===== src/rtl/i2s_tx.sv =====
// i2s_tx: Philips I2S serial transmitter clocked by MCLK, one stereo holding slot.
// Optional I2S_TX_HOLD_LAST_EN: repeat the previous frame on underrun.
module i2s_tx #(
  parameter int DATA_W = 24,
  parameter int SLOT_W = 32
) (
  input  logic              MCLK,
  input  logic              MRST,
  input  logic              BCLK,
  input  logic              LRCLK,
  input  logic [DATA_W-1:0] S_L,
  input  logic [DATA_W-1:0] S_R,
  input  logic              S_VALID,
  output logic              S_READY,
  output logic              SDATA,
  output logic              UNDERRUN
);

  localparam logic [4:0] CNT_MAX = 5'(SLOT_W - 1);

  if (SLOT_W != 32) begin : g_bad_slot
    $error("i2s_tx: SLOT_W must be 32 to match the divider");
  end
  if (DATA_W < 8 || DATA_W > 31) begin : g_bad_width
    $error("i2s_tx: DATA_W must be within 8..31");
  end

  logic              bclk_dly_q, bclk_dly_d;
  logic              lr_dly_q, lr_dly_d;
  logic              hold_full_q, hold_full_d;
  logic              s_ready_q, s_ready_d;
  logic [DATA_W-1:0] hold_l_q, hold_l_d;
  logic [DATA_W-1:0] hold_r_q, hold_r_d;
  logic [DATA_W-1:0] frame_l_q, frame_l_d;
  logic [DATA_W-1:0] frame_r_q, frame_r_d;
  logic              synced_q, synced_d;
  logic [4:0]        cnt_q, cnt_d;
  logic              sdata_q, sdata_d;
  logic              und_q, und_d;

  logic              fall;
  logic              lr_edge;
  logic              frame_start;
  logic              accept;
  logic [DATA_W-1:0] frame_ch;

  // Edge detection on the divider outputs and handshake qualification
  always_comb begin
    bclk_dly_d  = BCLK;
    lr_dly_d    = LRCLK;
    fall        = bclk_dly_q & ~BCLK;
    lr_edge     = fall & (lr_dly_q ^ LRCLK);
    frame_start = fall & lr_dly_q & ~LRCLK;
    accept      = S_VALID & s_ready_q;
  end

  // Holding register, frame load on LRCLK fall and underrun detection
  always_comb begin
    hold_l_d    = hold_l_q;
    hold_r_d    = hold_r_q;
    hold_full_d = hold_full_q;
    frame_l_d   = frame_l_q;
    frame_r_d   = frame_r_q;
    und_d       = 1'b0;
    synced_d    = synced_q | frame_start;
    if (frame_start) begin
      if (hold_full_q) begin
        frame_l_d   = hold_l_q;
        frame_r_d   = hold_r_q;
        hold_full_d = 1'b0;
      end else begin
`ifndef I2S_TX_HOLD_LAST_EN
        frame_l_d = '0;
        frame_r_d = '0;
`endif
        und_d = 1'b1;
      end
    end
    // a sample arriving on an empty frame_start is kept for the next frame
    if (accept) begin
      hold_l_d    = S_L;
      hold_r_d    = S_R;
      hold_full_d = 1'b1;
    end
    s_ready_d = ~hold_full_d;
  end

  // Slot bit counter and serial bit selection on each BCLK fall
  always_comb begin
    cnt_d    = cnt_q;
    sdata_d  = sdata_q;
    frame_ch = LRCLK ? frame_r_q : frame_l_q;
    if (fall && synced_d) begin
      if (lr_edge) begin
        cnt_d = '0;
      end else if (cnt_q != CNT_MAX) begin
        cnt_d = cnt_q + 5'd1;
      end
      sdata_d = 1'b0;
      for (int i = 0; i < DATA_W; i++) begin
        if ({1'b0, cnt_d} == 6'(DATA_W - i)) begin
          sdata_d = frame_ch[i];
        end
      end
    end
  end

  // State registers
  always_ff @(posedge MCLK or negedge MRST) begin
    if (!MRST) begin
      bclk_dly_q  <= 1'b0;
      lr_dly_q    <= 1'b0;
      hold_full_q <= 1'b0;
      s_ready_q   <= 1'b1;
      hold_l_q    <= '0;
      hold_r_q    <= '0;
      frame_l_q   <= '0;
      frame_r_q   <= '0;
      synced_q    <= 1'b0;
      cnt_q       <= '0;
      sdata_q     <= 1'b0;
      und_q       <= 1'b0;
    end else begin
      bclk_dly_q  <= bclk_dly_d;
      lr_dly_q    <= lr_dly_d;
      hold_full_q <= hold_full_d;
      s_ready_q   <= s_ready_d;
      hold_l_q    <= hold_l_d;
      hold_r_q    <= hold_r_d;
      frame_l_q   <= frame_l_d;
      frame_r_q   <= frame_r_d;
      synced_q    <= synced_d;
      cnt_q       <= cnt_d;
      sdata_q     <= sdata_d;
      und_q       <= und_d;
    end
  end

  assign S_READY  = s_ready_q;
  assign SDATA    = sdata_q;
  assign UNDERRUN = und_q;

endmodule


===== config.mk =====
export PLATFORM = sky130hd
export DESIGN_NAME = i2s_tx
export DESIGN_NICKNAME = d
export VERILOG_FILES = /design/src/rtl/i2s_tx.sv
export SDC_FILE = /design/constraint.sdc
export NUM_CORES = 1
export LEC_CHECK = 0
export CAP_MARGIN = 30
export CORE_UTILIZATION = 25
export CTS_CLUSTER_DIAMETER = 80
export CTS_CLUSTER_SIZE = 20
export DETAILED_ROUTE_END_ITERATION = 7
export GPL_TIMING_DRIVEN = 0
export PLACE_DENSITY_LB_ADDON = 0.2
export SYNTH_ARGS = -nofsm -noshare
export SYNTH_HDL_FRONTEND = slang
export SYNTH_SLANG_ARGS = --single-unit

===== constraint.sdc =====
create_clock -name MCLK -period 2.87 [get_ports MCLK]
set_input_delay 0.287 -clock MCLK [delete_from_list [all_inputs] [get_ports MCLK]]
set_output_delay 0.287 -clock MCLK [all_outputs]
set_load 0.05 [all_outputs]

==> reports/metrics.yaml <==
finClkSkew_ns: 0.00724
antenna_found_initial: 0
crit_type: "register to register"
detail_route.iter0.violations: 173
dp_hpwl_mm: 10.1
hold_slack_ns: 0.403
gr-usage-met2_pct: 21.3
syn_inst: 508
grtUsageMet3_pct: 1.85
post-route-min-period_ns: 2.69
synth_nets: 562
gr-total-overflow: 0
dpl_worst_slack_ns: -0.0121
ys_warn_count: 0
port_buffers: 55
drt-total-wl_mm: 13.6
numCtsBuffers: 9
synth-edff-count: 0
drc: 0
finalMaxSlewViolations: 0
dieArea_um2: 21300
ant_nets: 0
finalWorstSetupSlack_ns: 0.177
final_cells: 851
hold_path.class: "input pin to register"
slew_headroom_pct: 52.1
avgRoutedWirePerCell_um: 16.0
start_util_pct: 25.6
core_um2: 20200
worstMarginPinSlew_ns: 0.719
cap_violations: 0
die_y_um: 146
cts.root.buffer_cell: "clkbuf_16"
die_w_um: 146
hold_viol_final: 0
antenna_cells: 0
synthToLayoutAreaGrowth_pct: 24.3
grt_max_degree: 72
critPathLaunchType: "register"
finalSetupViolCount: 0
dpl_cell_area_um2: 6090
max_freq_mhz: 371
worstPathArrival_ns: 2.97
grt_pass1_wl_mm: 22.7
finalNetCount: 630
clk_pin_slew_ns: 0.07
ys.flop_type: "dfrtp_1"
p_per_area_nw_per_um2: 1020
grt_usage_pct: 13.7
first_pass_iters: 4
finalInstanceArea_um2: 6430
post_synth.cell_area_avg_um2: 10.2
ys_seq_area_share_pct: 52.2
place_congestion: 0.846
status: "finished clean"
yosysUniqueCellTypes: 56
num_vias: 3928
worst_skew_pair.late_latency_ns: 0.36
p_leak_nw: 2.71
synthArstFlopShare_pct: 100
max-vdd-ir-drop_v: 0.000542
rsz0062_at_grt: "no"
row_count: 52
critPathMaxFanout: 7
grt_pass1_vias: 4115
dpl.cell_count: 834
critPathCaptureType: "register"
drive_above_1_share_pct: 16.5
clockBufferDepth: 2
cts_tree: "built"
syn_area_um2: 5180
vias_per_cell: 4.62
ios: 56
clock_sinks: 108
htreeDepth: 3
use_met1_pct: 18.8
period_share_pct: 93.8
synth-seq-cells: 108
r2r_slack_ns: 0.18
worstPathRequired_ns: 3.15
busiest_layer: "met2"
[per-stage QoR]
stage               total power, mW  utilization (%)  setup TNS [ns]
finish                         6.58             31.8               0
CTS                            6.65             31.8               0
global route                   7.09             31.8               0
global placement               5.23             30.0         -291.88
detailed placement             5.25             30.1         -0.0121
floorplan                      4.42                -               0
[area by class of cell]
class,count,area (um2)
plain buffers,39,171
clock buffers,11,243
clock inverters,5,83.8
fillers,2101,13800
inverters,6,22.5
multi-input cells,355,2290
flip-flops and latches,108,2700
well taps,270,338
repair buffers,57,586
[worst paths after layout]
check / startpoint / end / cells after the start
max reg2reg: cnt_q[0] / SDATA / 9
min: BCLK / bclk_dly_q / 1
max: cnt_q[0] / SDATA / 9
max in group asynchronous: MRST / S_READY / 3
min in group asynchronous: MRST / hold_r_q[6] / 2
min reg2reg: frame_l_q[22] / frame_l_q[22] / 2
[sequential cells by signal, indices dropped and copies added, names as in the netlist]
register	flops
frame_l_q	24
frame_r_q	24
hold_l_q	24
hold_r_q	24
cnt_q	5
SDATA	1
S_READY	1
UNDERRUN	1
bclk_dly_q	1
hold_full_q	1
lr_dly_q	1
synced_q	1
[repair_timing]
item | CTS | global route
hold endpoints to repair | 37 | 0
hold buffers | 1 | 0
gates resized for setup | 0 | 1
setup endpoints to repair | 0 | 1
buffers inserted | 0 | 0
[cell usage in the layout (no fill, tap or decap), types with 3 or more instances in the layout]
cell             count
a2111oi_0            3
a211oi_1             5
a21oi_1             16
buf_2                8
buf_4                3
clkbuf_1            27
clkbuf_16            9
clkdlybuf4s50_1     54
dfrtp_1            107
inv_1                6
mux2_2              57
mux2i_1             10
nand2_1            117
nand2b_1             4
nand3_1              4
nor2_1              11
nor2b_1              6
nor3_1               7
nor4_1               3
o211ai_1             6
o21ai_0             60
o22ai_1              4
o31ai_1              3
[worst max-delay path, cell delays in order (launching register included)]
cell	delay (ns)
dfrtp_1	0.43
ha_1	0.28
and3_1	0.20
clkbuf_1	0.25
a211oi_4	0.46
o311a_1	0.24
o211ai_1	0.11
a211oi_1	0.41
o21ai_1	0.11
a21oi_1	0.14
[Yosys cell counts, drive strengths merged (4+ instances only)]
| cell | n | area share [%] |
|---|---|---|
| nand2 | 117 | 8.5 |
| dfrtp | 107 | 52 |
| o21ai | 61 | 5.9 |
| mux2 | 58 | 13 |
| clkbuf | 26 | 1.9 |
| a21oi | 16 | 1.5 |
| buf | 13 | 1.4 |
| nor2 | 11 | 0.80 |
| mux2i | 10 | 1.9 |
| a211oi | 7 | 1.2 |
| nor3 | 7 | 0.68 |
| inv | 6 | 0.44 |
| nor2b | 6 | 0.73 |
| o211ai | 6 | 0.87 |
| a2111oi | 5 | 1.3 |
| nand2b | 4 | 0.48 |
| nand3 | 4 | 0.39 |
| o22ai | 4 | 0.48 |
[where the power goes]
group          switching, mW  internal (mW)  total (mW)
clock network          0.578          0.792        1.37
registers              0.404           2.21        2.61
logic                   1.43           1.16        2.59
total                   2.42           4.16        6.58
[kinds of logic (layout without fill, tap and decap cells)]
logic type / Yosys count / after routing / share of synthesized area [%]
flip-flops: 108 / 108 / 52.2
XOR/XNOR: 1 / 1 / 0.169
AO/OA/AOI/OAI: 121 / 121 / 15.2
AND/OR/NAND/NOR: 163 / 163 / 13.4
multiplexers: 69 / 69 / 15.1
buffers and inverters: 45 / 118 / 3.75
adder cells (fa/ha/maj): 1 / 1 / 0.242
[layer usage]
| metal | vias to the layer above | share of wire (%) |
|---|---|---|
| li1 | 1915 | - |
| met1 | 1909 | 49 |
| met2 | 84 | 46 |
| met3 | 20 | 2.7 |
| met4 | 0 | 2.5 |
| met5 | - | 0 |
(Power assumes the default switching activity.)
